===== config.mk =====
export PLATFORM = sky130hd
export DESIGN_NAME = cfg_bitstream_loader_flat
export DESIGN_NICKNAME = d
export VERILOG_FILES = /design/src/rtl/cfg_bitstream_loader_if.sv /design/src/rtl/cfg_bitstream_loader.sv /design/src/flat_wrapper.sv
export SDC_FILE = /design/constraint.sdc
export NUM_CORES = 1
export LEC_CHECK = 0
export ABC_AREA = 1
export ABC_CLOCK_PERIOD_IN_PS = 4900
export CAP_MARGIN = 0
export CORE_MARGIN = 5
export CORE_UTILIZATION = 58
export CTS_CLUSTER_DIAMETER = 120
export DETAILED_ROUTE_END_ITERATION = 10
export PLACE_DENSITY = 0.91
export SETUP_SLACK_MARGIN = 0.1
export SLEW_MARGIN = 5
export SYNTH_ARGS = -nofsm -noshare
export SYNTH_HDL_FRONTEND = slang
export SYNTH_SLANG_ARGS = --single-unit

===== constraint.sdc =====
create_clock -name clk -period 4.9 [get_ports clk]
set_input_delay 0.49 -clock clk [delete_from_list [all_inputs] [get_ports clk]]
set_output_delay 0.49 -clock clk [all_outputs]
set_load 0.1 [all_outputs]

===== src/rtl/cfg_bitstream_loader_if.sv =====
// Parallel payload word stream feeding the config bitstream loader.
// The master offers words; the slave (loader) accepts on valid && ready.
interface cfg_bitstream_loader_if #(
  parameter int WORD_W = 32
);
  logic [WORD_W-1:0] word_in;
  logic              word_valid;
  logic              word_ready;

  modport master (output word_in, output word_valid, input word_ready);
  modport slave  (input word_in, input word_valid, output word_ready);
endinterface


===== src/rtl/cfg_bitstream_loader.sv =====
// Serializes a frame of parallel words LSB-first into the fabric configuration
// daisy chain, framed by a start pulse up front and a done pulse at the end.
module cfg_bitstream_loader #(
  parameter int WORD_W = 32,
  parameter int LEN_W  = 16
) (
  input  logic                 clk,
  input  logic                 crst,
  input  logic                 start,
  input  logic [LEN_W-1:0]     total_bits,
  cfg_bitstream_loader_if.slave wif,
  output logic                 cfg_out_start,
  output logic                 cfg_bit_out,
  output logic                 cfg_bit_out_valid,
  output logic                 busy,
  output logic                 done
);

  localparam int WCNT_W = $clog2(WORD_W + 1);

  typedef enum logic [2:0] {
    S_IDLE,
    S_START,
    S_FETCH,
    S_SHIFT,
    S_DONE
  } state_e;

  state_e              state_q, state_d;
  logic [LEN_W-1:0]    remaining_q, remaining_d;
  logic [WORD_W-1:0]   sr_q, sr_d;
  logic [WCNT_W-1:0]   wcnt_q, wcnt_d;
  logic                start_q, start_d;
  logic                bit_q, bit_d;
  logic                vld_q, vld_d;
  logic                busy_q, busy_d;
  logic                done_q, done_d;
  logic                ready;

  // Bits of the next word that belong to the frame; the rest are discarded.
  function automatic logic [WCNT_W-1:0] word_bits(input logic [LEN_W-1:0] rem);
    if (32'(rem) >= 32'(WORD_W)) return WCNT_W'(WORD_W);
    return WCNT_W'(rem);
  endfunction

  always_comb begin
    state_d     = state_q;
    remaining_d = remaining_q;
    sr_d        = sr_q;
    wcnt_d      = wcnt_q;
    ready       = 1'b0;
    done_d      = 1'b0;

    case (state_q)
      S_IDLE: begin
        if (start) begin
          if (total_bits != '0) begin
            remaining_d = total_bits;
            state_d     = S_START;
          end else begin
            done_d = 1'b1;
          end
        end
      end
      S_START: state_d = S_FETCH;
      S_FETCH: begin
        ready = 1'b1;
        if (wif.word_valid) begin
          sr_d    = wif.word_in;
          wcnt_d  = word_bits(remaining_q);
          state_d = S_SHIFT;
        end
      end
      S_SHIFT: begin
        sr_d        = sr_q >> 1;
        wcnt_d      = wcnt_q - WCNT_W'(1);
        remaining_d = remaining_q - LEN_W'(1);
        if (remaining_q == LEN_W'(1)) begin
          state_d = S_DONE;
          done_d  = 1'b1;
        end else if (wcnt_q == WCNT_W'(1)) begin
          // Prefetch on the last bit of a word keeps the stream bubble-free.
          ready = 1'b1;
          if (wif.word_valid) begin
            sr_d   = wif.word_in;
            wcnt_d = word_bits(remaining_q - LEN_W'(1));
          end else begin
            state_d = S_FETCH;
          end
        end
      end
      S_DONE:  state_d = S_IDLE;
      default: state_d = S_IDLE;
    endcase

    start_d = (state_d == S_START);
    vld_d   = (state_d == S_SHIFT);
    bit_d   = vld_d & sr_d[0];
    busy_d  = (state_d == S_START) || (state_d == S_FETCH) || (state_d == S_SHIFT);
  end

  always_ff @(posedge clk or posedge crst) begin
    if (crst) begin
      state_q     <= S_IDLE;
      remaining_q <= '0;
      sr_q        <= '0;
      wcnt_q      <= '0;
      start_q     <= 1'b0;
      bit_q       <= 1'b0;
      vld_q       <= 1'b0;
      busy_q      <= 1'b0;
      done_q      <= 1'b0;
    end else begin
      state_q     <= state_d;
      remaining_q <= remaining_d;
      sr_q        <= sr_d;
      wcnt_q      <= wcnt_d;
      start_q     <= start_d;
      bit_q       <= bit_d;
      vld_q       <= vld_d;
      busy_q      <= busy_d;
      done_q      <= done_d;
    end
  end

  assign wif.word_ready    = ready;
  assign cfg_out_start     = start_q;
  assign cfg_bit_out       = bit_q;
  assign cfg_bit_out_valid = vld_q;
  assign busy              = busy_q;
  assign done              = done_q;

endmodule


===== src/flat_wrapper.sv =====
// flat-port wrapper written by rule: the top's interface ports become plain ports
module cfg_bitstream_loader_flat 
#(
  parameter int WORD_W = 32,
  parameter int LEN_W  = 16
)
  (clk, crst, start, total_bits, cfg_out_start, cfg_bit_out, cfg_bit_out_valid, busy, done, wif_word_in, wif_word_valid, wif_word_ready);
  cfg_bitstream_loader_if #(.WORD_W(WORD_W)) wif_i ();
  input  logic clk;
  input  logic crst;
  input  logic start;
  input  logic [LEN_W-1:0] total_bits;
  output logic cfg_out_start;
  output logic cfg_bit_out;
  output logic cfg_bit_out_valid;
  output logic busy;
  output logic done;
  input wire logic [$bits(wif_i.word_in)-1:0] wif_word_in;
  input wire logic [$bits(wif_i.word_valid)-1:0] wif_word_valid;
  output wire logic [$bits(wif_i.word_ready)-1:0] wif_word_ready;
  assign wif_i.word_in = wif_word_in;
  assign wif_i.word_valid = wif_word_valid;
  assign wif_word_ready = wif_i.word_ready;
  cfg_bitstream_loader #(.WORD_W(WORD_W), .LEN_W(LEN_W)) u_core (.clk(clk), .crst(crst), .start(start), .total_bits(total_bits), .wif(wif_i), .cfg_out_start(cfg_out_start), .cfg_bit_out(cfg_bit_out), .cfg_bit_out_valid(cfg_bit_out_valid), .busy(busy), .done(done));
endmodule

# ---- Word-level counts from Yosys, hierarchy flattened
# Index checks and enable logic that the tools add are counted.
dict set report op_classes {
  addsub 2
  magnitude_cmp 2
  eq_ne 11
  muxes 39
  bitwise 1
  reduce_logical 8
}
# cell n
set op_table {}
lappend op_table {{$mux 32} 4}
lappend op_table {{$pmux 32 s2} 1}
lappend op_table {{$mux 6} 8}
lappend op_table {{$ge 16x6->1 const B} 2}
lappend op_table {{$mux 16} 2}
lappend op_table {{$pmux 16 s2} 1}
lappend op_table {{$mux 3} 6}
lappend op_table {{$eq 16x1->1 const B} 1}
lappend op_table {{$reduce_bool 16->1} 1}
lappend op_table {{$sub 16x1->16 const B} 1}
lappend op_table {{$mux 1} 13}
lappend op_table {{$eq 3x2->1 const B} 4}
lappend op_table {{$pmux 3 s4} 1}
lappend op_table {{$pmux 6 s2} 1}
lappend op_table {{$eq 3x1->1 const B} 2}
lappend op_table {{$eq 6x1->1 const B} 1}
lappend op_table {{$sub 6x1->6 const B} 1}
lappend op_table {{$ne 2x2->1 const B} 2}
lappend op_table {{$pmux 1 s2} 2}
lappend op_table {{$reduce_bool 2->1} 2}
lappend op_table {{$logic_not 3->1} 1}
lappend op_table {{$reduce_and 3->1} 1}
lappend op_table {{$logic_or 1x1->1} 2}
lappend op_table {{$ne 2x1->1 const B} 1}
lappend op_table {{2 further kinds} 2}
dict set report totals {
  regBits 62
  output_inout_bits 6
  word_cells 73
}

# ---- Depth between registers and ports, before layout
dict set report depth {
  word_depth 12
  depth_mapped 15
}

# ---- Least setup slack after synthesis
# No wires, ideal clock.
dict set report synth_timing {
  path_type {reg2out}
  start {register u_core.remaining_q[4]}
  end {output wif_word_ready}
  t_arrival_ns 2.994
  t_required_ns 4.410
  setup_slack_ns 1.416
  stages_incl_launch_ff 7
  n_path_buf 0
  cell_sequence {dfrtp_1 nor2_2 nand2_2 inv_2 nand4_1 nand2_1 o21ai_0}
}
dict set report synth_between {
  elab_chain_cells 3
}
# item line
set synth_rtl {}
lappend synth_rtl {{start: declaration} cfg_bitstream_loader.sv:30} ;# logic [LEN_W-1:0] remaining_q, remaining_d;
lappend synth_rtl {{start signal: assignment} cfg_bitstream_loader.sv:115} ;# remaining_q <= remaining_d;
lappend synth_rtl {{$eq 16x1->1} cfg_bitstream_loader.sv:78} ;# if (remaining_q == LEN_W'(1)) begin
lappend synth_rtl {{$mux 1} cfg_bitstream_loader.sv:78}
lappend synth_rtl {{$pmux 1 s2} cfg_bitstream_loader.sv:54} ;# case (state_q)
lappend synth_rtl {{end: declaration} flat_wrapper.sv:20} ;# output wire logic [$bits(wif_i.word_ready)-1:0] wif_word_ready;
# No other way between the ends.

# ---- Worst setup path after layout
dict set report layout_timing {
  start {register u_core.state_q[2]}
  end {output wif_word_ready}
}
dict set report layout_between {
  elab_chain_cells 2
  elab_cells_between_ends 3
}
# item line
set layout_rtl {}
lappend layout_rtl {{start: declaration} cfg_bitstream_loader.sv:29} ;# state_e state_q, state_d;
lappend layout_rtl {{start signal: assignment} cfg_bitstream_loader.sv:114} ;# state_q <= state_d;
lappend layout_rtl {{$eq 3x2->1} --}
lappend layout_rtl {{$pmux 1 s2 *} cfg_bitstream_loader.sv:54}
# Mark *: on every way between the ends. The rest lies on a longest branch, timed or not.

==> impl_results.md <==
- Status: finished clean
- Worst-margin pin slew: 1.19 ns
- Final hold violations: 0
- PD cells: 544 nW/um^2
- Pleak: 1.91 nW
- Post-synth ARST share: 1.00
- Max FO, Critical Path: 60
- Fmax: approximately 280 MHz
- Worst skew pair latency: 0.34 ns
- Largest cells by area after synthesis: dfrtp_1 (42%), nand2_1 (7.4%), o21ai_0 (7.2%)
- Post-Syn Area per Cell: 7.62 sq um
- Clock Skew: roughly 0.012 ns
- Area Growth Syn to Fin: 21.0%
- Worst slew margin: 0.206
- Postcts setup bufs: 0
- Reg2reg end: u_core.remaining_q[7]$_DFFE_PP0P_
- CTS buffer count: 9
- WHS Path Cells: 2
- Vias: 3664
- CTS clk-pin slew, worst paths: 0.07 ns
- Setup violators final: 0
- First-pass GRT wire length: approximately 15000 microns
- Final nets: 586
- Vias in the first global route: ~3400
- Die area: around 8000 sq um
- Fill count: 474
- Total negative slack: 0 ns
- Post-Syn Area: 3670 sq um
- Via/cell ratio: 5.99
- Die Y: 89.5 microns
- HPWL Detailed: 6260 microns
- Main flop type after synthesis: dfrtp_1
- CP Launch Type: flop
- RSZ-0062 raised after global routing: false
- Area share of the largest cell type after synthesis: 0.423
- Final Worst Setup Slack: roughly 1.3 ns
- Crit share post-route: 0.740
- Req. time, crit path: 4.41 ns
- CP endpoint kind: output pin
- Worst R2R Start: u_core.state_q[2]$_DFF_PP0_
- Root buf cell: clkbuf_8
- Flops & latches, synth: 62
- H-tree Lvls: 3
- Cell taking the most area after synthesis: dfrtp_1
- Initial core utilization: 0.587
- Post-CTS Resized: 0
- Hold buffer count at CTS: 0
- Clk buf depth: 2
- Number of library cell types mapped by synthesis: 33
- Drt wl/cell: 15.2 microns
- # DRC: 0
- Global route overflow: 0
- Layout cells sized above 1: 0.0953
- Syn Inst Count: 481
- Hold EP: u_core.sr_q[31]$_DFFE_PP0P_
- Setup WS pre-CTS: about 1.7 ns
- Initial antenna violation count: 0
- Die Width: 89.5 microns
- Drt total wl: roughly 9300 microns
- DRT Pass-1 Iters: 6
- Largest net degree at the start of global routing: 63
- Flop-to-flop setup slack: 1.91 ns
- Standard-cell rows: 29
- Max Cap Viol: 0
- Max-slew violation count: 0
- HP Class: flop to flop
- DRC violation total after the first TritonRoute iteration: 340
- Port Buffers: 57
- Sequential area share after synthesis: 0.423
- Critical path type: flop to output pin
- Reg2Reg Depth: 8
- RD Place Congestion: 0.891
- Post-DRT Antenna Nets: 0
- IO Pins: just under 60
- Yosys warning count: 0
- Crit path DAT: 3.14 ns
- Antenna diode count: 0
- TritonCTS clock tree: built
- Core area: between 6000 and 7000 sq um
- EDFF count, synth: 0
- Minimum clock period: 3.63 ns
- Max VDD drop: slightly above 400 uV
- Post-synth net total: 537
- Hold Startpoint: u_core.sr_q[31]$_DFFE_PP0P_
- GRT Util Overall: 0.245
- Number of clock sinks: a little over 60
-- through the flow --
stage          area [sq um]  cells  hold WS (ns)  power [mW]  utilization
5_1_grt                4440    612         0.517        2.60        0.711
6_report               4440    612         0.516        2.41        0.711
2_1_floorplan          3670    481         0.454        1.72            -
4_1_cts                4440    612         0.508        2.40        0.711
3_5_place_dp           4260    596         0.480        1.98        0.682
3_3_place_gp           4260    596         0.483        1.93        0.682
-- power breakdown --
group / switching (mW) / total (mW) / internal [mW] / leakage, nW
sequential: 0.195 / 0.934 / 0.739 / 0.750
combinational: 0.653 / 1.07 / 0.414 / 1.07
clock: 0.200 / 0.411 / 0.211 / 0.0934
-- flip-flops by register name, indices dropped and copies added, names as in the netlist --
signal	count
u_core.state_q	3
u_core.cfg_out_start	1
u_core.remaining_q	16
u_core.done	1
u_core.cfg_bit_out_valid	1
u_core.busy	1
u_core.cfg_bit_out	1
u_core.wcnt_q	6
u_core.sr_q	32
-- cells in the final DEF, fill, tap and decap left out, drive strengths merged, types with 4 or more instances in the layout --
master and instances:
a21oi 15, a22oi 30, a31oi 4, clkbuf 13, clkdlybuf4s50 57, dfrtp 62
ha 4, inv 39, nand2 79, nand3 26, nor2 81, nor3 5
o211ai 6, o21ai 87, xor2 6
-- layout make-up --
type                       instances  area (sq um)  share of cell area
clock buffer                      13           159              0.0358
clock inverter                     3          18.8             0.00423
inverter                          39           146              0.0330
multi-input combinational        358          1870               0.422
sequential                        62          1550               0.350
tap                               77          96.3              0.0217
timing repair buffer              60           593               0.134
-- cells by family (layout without fill, tap and decap cells) --
kind of cell | after synthesis | in the layout | synth area share
and+or+nand+nor | 197 | 197 | 0.238
AOI/OAI and AO/OA | 148 | 148 | 0.236
DFF | 62 | 62 | 0.423
buffers and inverters | 61 | 115 | 0.0662
xor gates and xnor gates | 9 | 9 | 0.0236
adders and majority gates | 4 | 4 | 0.0137
-- worst max-delay path by stage --
stage	startpoint	end	depth (start not counted)	slack [ns]
2_1_floorplan	u_core.remaining_q[4]$_DFFE_PP0P_	wif_word_ready	6	1.42
3_3_place_gp	u_core.state_q[2]$_DFF_PP0_	wif_word_ready	7	1.70
3_5_place_dp	u_core.state_q[2]$_DFF_PP0_	wif_word_ready	7	1.66
4_1_cts	u_core.state_q[2]$_DFF_PP0_	wif_word_ready	7	1.28
5_1_grt	u_core.state_q[2]$_DFF_PP0_	wif_word_ready	7	1.03
6_report	u_core.state_q[2]$_DFF_PP0_	wif_word_ready	7	1.27
-- critical path: stages, from the launching register on --
cell and delay [ns]:
dfrtp_1 0.43, nor2_1 0.16, inv_2 0.07, nor2_4 0.08, buf_4 0.48, nand2_1 0.15
o21ai_0 0.25, clkdlybuf4s50_1 1.18
-- cell usage after synthesis, types with 4 or more instances --
master    number
ha_1           4
nor2_1        68
o21ai_0       53
nor2_4         5
inv_1         32
o211ai_1       6
a22oi_1       30
nand3_1       26
o21ai_1       33
dfrtp_1       62
nand2_2        7
clkbuf_1      11
nand2_1       72
nor2_2         8
buf_2         11
xor2_1         5
a31oi_1        4
nor3_1         5
inv_2          7
a21oi_1       12
-- per-layer routing --
layer / up-vias / GRT usage / share of wire
met1: 1734 / 0.308 / 0.41
met5: - / 0 / 0
met4: 0 / 0.104 / 0.018
met3: 23 / 0.0479 / 0.072
met2: 175 / 0.413 / 0.50
li1: 1732 / - / -
Power figures use the tool's default switching activity.
